**config.mk**
```make
export PLATFORM = sky130hd
export DESIGN_NAME = pfa_addr_gen
export DESIGN_NICKNAME = d
export VERILOG_FILES = /design/src/rtl/pfa_pkg.sv /design/src/rtl/pfa_mod_cnt.sv /design/src/rtl/pfa_addr_gen.sv
export SDC_FILE = /design/constraint.sdc
export NUM_CORES = 2
export LEC_CHECK = 0
export BUFFER_PORTS_ARGS = -buffer_cell sky130_fd_sc_hd__buf_2
export CAP_MARGIN = 20
export CORE_UTILIZATION = 55
export DETAILED_ROUTE_END_ITERATION = 10
export PLACE_DENSITY = 0.86
export SLEW_MARGIN = 25
export SYNTH_ARGS = -nofsm -noshare
export SYNTH_HDL_FRONTEND = slang
export SYNTH_SLANG_ARGS = --single-unit
```
**constraint.sdc**
```tcl
create_clock -name clk -period 10.2 [get_ports clk]
set_input_delay 1.02 -clock clk [delete_from_list [all_inputs] [get_ports clk]]
set_output_delay 1.02 -clock clk [all_outputs]
set_load 0.01 [all_outputs]
```
**src/rtl/pfa_pkg.sv**
```systemverilog
// pfa_pkg: shared definitions for the PFA (Good-Thomas) index generator.
//   - default widths for factor / index outputs and the linear address
//   - mapping-mode encoding (input / Ruritanian vs output / CRT)
//   - FSM state type and state constants
package pfa_pkg;

   localparam int unsigned PFA_W_DATA = 16;
   localparam int unsigned PFA_W_ADDR = 12;

   typedef enum logic {
      PFA_MODE_IN  = 1'b0,
      PFA_MODE_OUT = 1'b1
   } pfa_mode_e;

   typedef logic [0:0] pfa_state_t;

   localparam pfa_state_t ST_IDLE = 1'b0;
   localparam pfa_state_t ST_RUN  = 1'b1;

endpackage

```
**src/rtl/pfa_mod_cnt.sv**
```systemverilog
// pfa_mod_cnt: modulo counter, counts 0..modulus-1 on en and wraps to 0.
//   clk, rst_n : clock, async active-low reset
//   clr        : synchronous clear to 0 (dominates en)
//   en         : advance by one
//   modulus    : wrap modulus (must be non-zero while counting)
//   cnt        : current count (registered)
//   wrap_c     : en while cnt is at modulus-1 (combinational)
module pfa_mod_cnt #(
   parameter int unsigned W = 16
) (
   input  logic         clk,
   input  logic         rst_n,
   input  logic         clr,
   input  logic         en,
   input  logic [W-1:0] modulus,
   output logic [W-1:0] cnt,
   output logic         wrap_c
);

   logic [W-1:0] cnt_nxt;

   assign wrap_c = en && (cnt == (modulus - W'(1)));

   // next count: clear wins, then wrap, then increment
   always_comb begin
      cnt_nxt = cnt;
      if (clr) begin
         cnt_nxt = '0;
      end else if (wrap_c) begin
         cnt_nxt = '0;
      end else if (en) begin
         cnt_nxt = cnt + W'(1);
      end
   end

   always_ff @(posedge clk or negedge rst_n) begin
      if (!rst_n) begin
         cnt <= '0;
      end else begin
         cnt <= cnt_nxt;
      end
   end

endmodule

```
**src/rtl/pfa_addr_gen.sv**
```systemverilog
// pfa_addr_gen: streaming prime-factor (Good-Thomas) index generator.
// On start, latches Nf1..Nf3 and mode, then emits all N = Nf1*Nf2*Nf3 index
// tuples (k3 fastest) over a valid/ready handshake.
//   mode 0 (input map) : n = (k1,k2,k3), addr = sum of k_i*(N/Nf_i) mod N
//   mode 1 (output map): addr = linear index, n_i = addr mod Nf_i
// Ports:
//   clk, rst_n          : clock, async active-low reset
//   clr                 : synchronous abort back to idle
//   start, mode         : frame request (idle only) and mapping mode
//   Nf1, Nf2, Nf3       : factors, latched at start
//   out_ready/out_valid : output handshake
//   n1, n2, n3, addr    : index tuple and linear address
//   sop, eop            : first / last tuple of frame
//   busy                : frame in progress
//   cfg_err             : one-cycle pulse, start rejected
//   addr_err            : sticky address-sum check failure
// Optional feature macro: PFA_ADDR_SUM_EN enables the address-sum check;
// without it addr_err is constant 0.
module pfa_addr_gen
   import pfa_pkg::*;
#(
   parameter int unsigned wDataInOut = PFA_W_DATA,
   parameter int unsigned wAddr      = PFA_W_ADDR
) (
   input  logic                  clk,
   input  logic                  rst_n,
   input  logic                  clr,
   input  logic                  start,
   input  logic                  mode,
   input  logic [wDataInOut-1:0] Nf1,
   input  logic [wDataInOut-1:0] Nf2,
   input  logic [wDataInOut-1:0] Nf3,
   input  logic                  out_ready,
   output logic                  out_valid,
   output logic [wDataInOut-1:0] n1,
   output logic [wDataInOut-1:0] n2,
   output logic [wDataInOut-1:0] n3,
   output logic [wAddr-1:0]      addr,
   output logic                  sop,
   output logic                  eop,
   output logic                  busy,
   output logic                  cfg_err,
   output logic                  addr_err
);

   localparam int unsigned PW = 3 * wDataInOut;
   localparam int unsigned TW = wAddr + 2;
   localparam int unsigned SW = 2 * wAddr;

   pfa_state_t            state, state_d;
   logic                  prep, prep_d;
   pfa_mode_e             mode_q;
   logic [wDataInOut-1:0] f1, f2, f3;
   logic [wAddr-1:0]      n_q;
   logic [wAddr-1:0]      s1, s2, s3;
   logic [wAddr-1:0]      t1, t2, t3, t1_d, t2_d, t3_d;
   logic [wAddr-1:0]      lin, lin_d;
   logic [wAddr-1:0]      addr_in_c, addr_d;
   logic [TW-1:0]         sum3;
   logic [PW-1:0]         prod_c;
   logic                  cfg_bad_c, accept_c, fire_c, cnt_clr_c, t_adv;
   logic                  en1_c, en2_c, en3_c, w1_c, w2_c, w3_c;
   logic                  out_valid_d, sop_d, eop_d, busy_d, cfg_err_d;

   // (a + b) mod m for a, b < m
   function automatic logic [wAddr-1:0] add_mod(input logic [wAddr-1:0] a,
                                                input logic [wAddr-1:0] b,
                                                input logic [wAddr-1:0] m);
      logic [wAddr:0] s;
      s = {1'b0, a} + {1'b0, b};
      if (s >= {1'b0, m}) s = s - {1'b0, m};
      return s[wAddr-1:0];
   endfunction

   // start validation: any zero factor or N not representable in addr
   assign prod_c    = PW'(Nf1) * PW'(Nf2) * PW'(Nf3);
   assign cfg_bad_c = (Nf1 == '0) || (Nf2 == '0) || (Nf3 == '0) ||
                      (prod_c >= (PW'(1) << wAddr));
   assign accept_c  = (state == ST_IDLE) && start && !cfg_bad_c && !clr;
   assign fire_c    = out_valid && out_ready;
   // counters/terms return to zero on abort, new frame, or after the last tuple
   assign cnt_clr_c = clr || accept_c || (fire_c && eop);

   // mode 0 nests the loops (k3 fastest); mode 1 steps all residues together
   assign en3_c = fire_c;
   assign en2_c = (mode_q == PFA_MODE_OUT) ? fire_c : (fire_c && w3_c);
   assign en1_c = (mode_q == PFA_MODE_OUT) ? fire_c : (en2_c && w2_c);

   // counters drive the index outputs directly
   pfa_mod_cnt #(.W(wDataInOut)) u_cnt1 (
      .clk(clk), .rst_n(rst_n), .clr(cnt_clr_c), .en(en1_c),
      .modulus(f1), .cnt(n1), .wrap_c(w1_c)
   );
   pfa_mod_cnt #(.W(wDataInOut)) u_cnt2 (
      .clk(clk), .rst_n(rst_n), .clr(cnt_clr_c), .en(en2_c),
      .modulus(f2), .cnt(n2), .wrap_c(w2_c)
   );
   pfa_mod_cnt #(.W(wDataInOut)) u_cnt3 (
      .clk(clk), .rst_n(rst_n), .clr(cnt_clr_c), .en(en3_c),
      .modulus(f3), .cnt(n3), .wrap_c(w3_c)
   );

   // partial terms t_i = k_i*stride_i mod N, linear index, next addresses
   always_comb begin
      t_adv = fire_c && (mode_q == PFA_MODE_IN);
      lin_d = lin;
      t1_d  = t1;
      t2_d  = t2;
      t3_d  = t3;
      if (fire_c) lin_d = lin + wAddr'(1);
      if (t_adv) t3_d = w3_c ? '0 : add_mod(t3, s3, n_q);
      if (t_adv && en2_c) t2_d = w2_c ? '0 : add_mod(t2, s2, n_q);
      if (t_adv && en1_c) t1_d = w1_c ? '0 : add_mod(t1, s1, n_q);
      if (cnt_clr_c) begin
         lin_d = '0;
         t1_d  = '0;
         t2_d  = '0;
         t3_d  = '0;
      end
      // three terms each < N: two conditional subtractions suffice
      sum3 = TW'(t1_d) + TW'(t2_d) + TW'(t3_d);
      if (sum3 >= TW'(n_q)) sum3 = sum3 - TW'(n_q);
      if (sum3 >= TW'(n_q)) sum3 = sum3 - TW'(n_q);
      addr_in_c = sum3[wAddr-1:0];
      addr_d    = (mode_q == PFA_MODE_OUT) ? lin_d : addr_in_c;
   end

   // next state and registered outputs
   always_comb begin
      state_d     = state;
      prep_d      = 1'b0;
      out_valid_d = out_valid;
      sop_d       = sop;
      eop_d       = eop;
      busy_d      = busy;
      cfg_err_d   = 1'b0;
      case (state)
         ST_IDLE: begin
            out_valid_d = 1'b0;
            sop_d       = 1'b0;
            eop_d       = 1'b0;
            busy_d      = 1'b0;
            if (start) begin
               if (cfg_bad_c) begin
                  cfg_err_d = 1'b1;
               end else begin
                  state_d = ST_RUN;
                  prep_d  = 1'b1;
                  busy_d  = 1'b1;
               end
            end
         end
         ST_RUN: begin
            if (prep) begin
               // strides settle this cycle; tuple 0 is all zeros
               out_valid_d = 1'b1;
               sop_d       = 1'b1;
               eop_d       = (n_q == wAddr'(1));
            end else if (fire_c) begin
               if (eop) begin
                  state_d     = ST_IDLE;
                  out_valid_d = 1'b0;
                  sop_d       = 1'b0;
                  eop_d       = 1'b0;
                  busy_d      = 1'b0;
               end else begin
                  sop_d = 1'b0;
                  eop_d = (lin_d == (n_q - wAddr'(1)));
               end
            end
         end
         default: state_d = ST_IDLE;
      endcase
      if (clr) begin
         state_d     = ST_IDLE;
         prep_d      = 1'b0;
         out_valid_d = 1'b0;
         sop_d       = 1'b0;
         eop_d       = 1'b0;
         busy_d      = 1'b0;
         cfg_err_d   = 1'b0;
      end
   end

   always_ff @(posedge clk or negedge rst_n) begin
      if (!rst_n) begin
         state     <= ST_IDLE;
         prep      <= 1'b0;
         out_valid <= 1'b0;
         sop       <= 1'b0;
         eop       <= 1'b0;
         busy      <= 1'b0;
         cfg_err   <= 1'b0;
         addr      <= '0;
         lin       <= '0;
         t1        <= '0;
         t2        <= '0;
         t3        <= '0;
      end else begin
         state     <= state_d;
         prep      <= prep_d;
         out_valid <= out_valid_d;
         sop       <= sop_d;
         eop       <= eop_d;
         busy      <= busy_d;
         cfg_err   <= cfg_err_d;
         lin       <= lin_d;
         t1        <= t1_d;
         t2        <= t2_d;
         t3        <= t3_d;
         if (clr || (fire_c && eop)) begin
            addr <= '0;
         end else if (prep) begin
            addr <= '0;
         end else if (fire_c) begin
            addr <= addr_d;
         end
      end
   end

   // frame configuration: factors at start, strides N/Nf_i mod N one cycle later
   always_ff @(posedge clk or negedge rst_n) begin
      if (!rst_n) begin
         f1     <= '0;
         f2     <= '0;
         f3     <= '0;
         n_q    <= '0;
         mode_q <= PFA_MODE_IN;
         s1     <= '0;
         s2     <= '0;
         s3     <= '0;
      end else begin
         if (accept_c) begin
            f1     <= Nf1;
            f2     <= Nf2;
            f3     <= Nf3;
            n_q    <= wAddr'(prod_c);
            mode_q <= pfa_mode_e'(mode);
         end
         if (prep) begin
            // N/Nf_i equals N (== 0 mod N) only when Nf_i is 1
            s1 <= (f1 == wDataInOut'(1)) ? '0 : wAddr'(wAddr'(f2) * wAddr'(f3));
            s2 <= (f2 == wDataInOut'(1)) ? '0 : wAddr'(wAddr'(f1) * wAddr'(f3));
            s3 <= (f3 == wDataInOut'(1)) ? '0 : wAddr'(wAddr'(f1) * wAddr'(f2));
         end
      end
   end

`ifdef PFA_ADDR_SUM_EN
   logic [SW-1:0] sum_q, exp_sum;

   // every frame is a permutation of 0..N-1, so addresses must sum to N(N-1)/2
   always_ff @(posedge clk or negedge rst_n) begin
      if (!rst_n) begin
         sum_q    <= '0;
         exp_sum  <= '0;
         addr_err <= 1'b0;
      end else if (clr) begin
         sum_q    <= '0;
         addr_err <= 1'b0;
      end else begin
         if (accept_c) sum_q <= '0;
         if (prep) exp_sum <= (SW'(n_q) * SW'(n_q - wAddr'(1))) >> 1;
         if (fire_c) begin
            sum_q <= sum_q + SW'(addr);
            if (eop && ((sum_q + SW'(addr)) != exp_sum)) addr_err <= 1'b1;
         end
      end
   end
`else
   assign addr_err = 1'b0;
`endif

endmodule

```
==> out/metrics.cfg <==
[outcome]
violations=design-rule violations, negative setup slack
status=complete, but fails checks

[drt]
drt_pass1_iterations=11
postRouteAntennaNets=0
drc=32
routedWlPerCell_um=20.52
vias_per_cell=5.987
drtIter0Drc=4640
vias=47121
drt_wl_total_um=161500

[timing]
rsz0062_at_grt=yes
fmax_mhz=52.73
fin_crit_ns=18.97
fin_ws_ns=-8.765
max_slew_margin_pct=28.22
period_share_pct=185.9
worstMarginPinSlew_ns=1.077
finalSetupViolations=174
hold_viol=0
slew_viol_final=0
skew_ns=0.03419

[floorplanning]
coreArea_mm2=0.08851
ios=120
die_x_um=301.2
die-height_um=301.2
start_util_pct=55.62
rows=109
die_area_mm2=0.09070

[final_layout]
area_growth_pct=22.26
multi_input_area_mm2=0.04043
final_cells=7870
final-seq-area_mm2=0.005305
n_fill_cell=6132
drive_above_1_share_pct=21.09
nNetsFinal=7921

[clocking]
root_buffer=clkbuf_16
h-tree-depth=1
clockBufferDepth=3
cts_tree=yes
clock_latency_ns=0.57
clock-sinks=212
clk_pin_slew_ns=0.08
numCtsBuffers=23

[setup_path]
crit_fanout=7
start_kind=input port
crit_slowest_cell=fa_1
crit_required_ns=10.67
worstSetupPathType=in -> reg
end_kind=register
reg2regPathDepth=57
crit_path_frequent_cell=fa_1
cp.arrival_ns=19.43
ff2ff_setup_slack_ns=-1.00
cpPeakStageDelay_ns=0.54

[logic_synthesis]
ys.warnings.count=0
ys_ff_latch=212
synth_cell_types=95
async_reset_ff_share_pct=100.0
synth_area_mm2=0.04923
ys_seq_area_share_pct=10.78
synthFlopType=dfrtp_1
synth_enable_flop_cells=0
yosys.area.top_type=fa_1
synth_area_leaders=fa_1, ha_1, dfrtp_1
yosysMostFrequentCell=inv_1
synth.top_cells.by_count=inv_1, nand2_1, fa_1, ha_1, and2_1
synthCells=5894
synth_top_cell_area_share_pct=30.50
syn_avg_cell_area_um2=8.352
synth_fp_nets=7128

[global_route]
grt_pass1_wl_um=254500
grt_pass1_vias=50162
gr-total-overflow=0
grt_max_degree=78
grt_usage_pct=35.17
antenna_found_initial=0

[placement]
dpl.cell_count=7731
dp_hpwl_um=123200
place_congestion=1.041
port_buffers=118

[run]
maxCapViolCount=0

[worst_hold_path]
hold_path_class=in -> async

## stage by stage
stage	instance area (um^2)	TNS, ns	hold WS [ns]	utilization (%)	setup slack [ns]
detailed placement	57310	-656.33	0.5117	64.75	-9.456
floorplan	50110	-471.54	0.5025	-	-8.417
finish	60190	-695.59	0.4071	68.00	-8.765
global placement	57310	-612.18	0.5008	64.75	-8.916
global route	60180	-745.45	0.4479	68.00	-9.399
CTS	59250	-616.21	0.4312	66.94	-8.303
## metal layers
metal | global-route usage [%] | wire length (um)
met5 | 0 | 0
met4 | 24.44 | 13750
met3 | 5.626 | 14690
met2 | 60.23 | 77390
met1 | 40.19 | 55630
## repair_timing
action / 4_1_cts / 5_1_grt
hold buffers: 0 / 0
gates cloned: 4 / 1
buffers inserted: 60 / 31
setup endpoints to repair: 174 / 174
resized for setup: 151 / 152
pin swaps: 62 / 91
## path summary, 6_finish.rpt
path,endpoint,from
max,addr[0],Nf2[4]
min,u_cnt2.cnt[3],rst_n
max reg2reg,addr[0],s1[0]
min reg2reg,sop,sop
max in group asynchronous,n_q[8],rst_n
min in group clk,sop,sop
## worst max-delay path, delay by kind of cell
kind                     cells  cell delay (ns)
adder cells (fa/ha/maj)     18             6.95
AO/OA/AOI/OAI               30             5.69
AND/OR/NAND/NOR             14             2.37
buffers and inverters       20             2.28
multiplexers                 2             0.53
XOR/XNOR                     2             0.52
## area by class of cell
cell class                 instances  share of cell area, %
multi-input combinational       4379                  67.18
timing repair buffer            1080                  14.12
sequential                       212                  8.814
inverter                         991                  6.180
tap                             1165                  2.422
clock buffer                      30                  1.033
clock inverter                    12                 0.2515
antenna                            1               0.004158
## cells in the final DEF, fill, tap and decap left out, drive strengths merged, types with 21 or more instances in the layout
cell type / count
buf: 1075
inv: 994
nand2: 828
fa: 750
ha: 430
and2: 349
a21oi: 234
o21ai: 232
nor2: 220
dfrtp: 212
xnor2: 208
nand3: 137
xor2: 87
nor3: 83
a21o: 65
and3: 58
nand4: 57
mux2: 56
o21a: 42
nor2b: 42
nor4: 34
clkbuf: 34
nor4b: 33
a211oi: 33
nand2b: 32
o21bai: 26
o211ai: 25
a21boi: 23
o22ai: 22
or3: 22
mux2i: 21
## flip-flops by register name (all words and copies together), names as in the netlist, 12 cells and up
| signal | cells |
|---|---|
| u_cnt3.cnt | 16 |
| s2 | 12 |
| s3 | 12 |
| lin | 12 |
| f2 | 16 |
| n_q | 12 |
| u_cnt1.cnt | 16 |
| f1 | 16 |
| t2 | 12 |
| f3 | 16 |
| addr | 12 |
| s1 | 12 |
| u_cnt2.cnt | 16 |
| t3 | 12 |
| t1 | 12 |
## cells by family (layout without fill, tap and decap cells)
group           count (synthesis)  count (layout)  share of synthesized area (%)
fa+ha+maj                    1180            1180                          41.43
buf+inv                      1305            2113                          10.09
xor+xnor                      295             295                          5.249
mux                            77              77                          1.708
simple gates                 1986            1987                          20.03
compound gates                838             839                          10.72
flops                         212             212                          10.78
other cells                     1               2                       0.007618
Power is not shown: default switching activity piles up to over one toggle a cycle in this logic, so the estimate is an artifact.
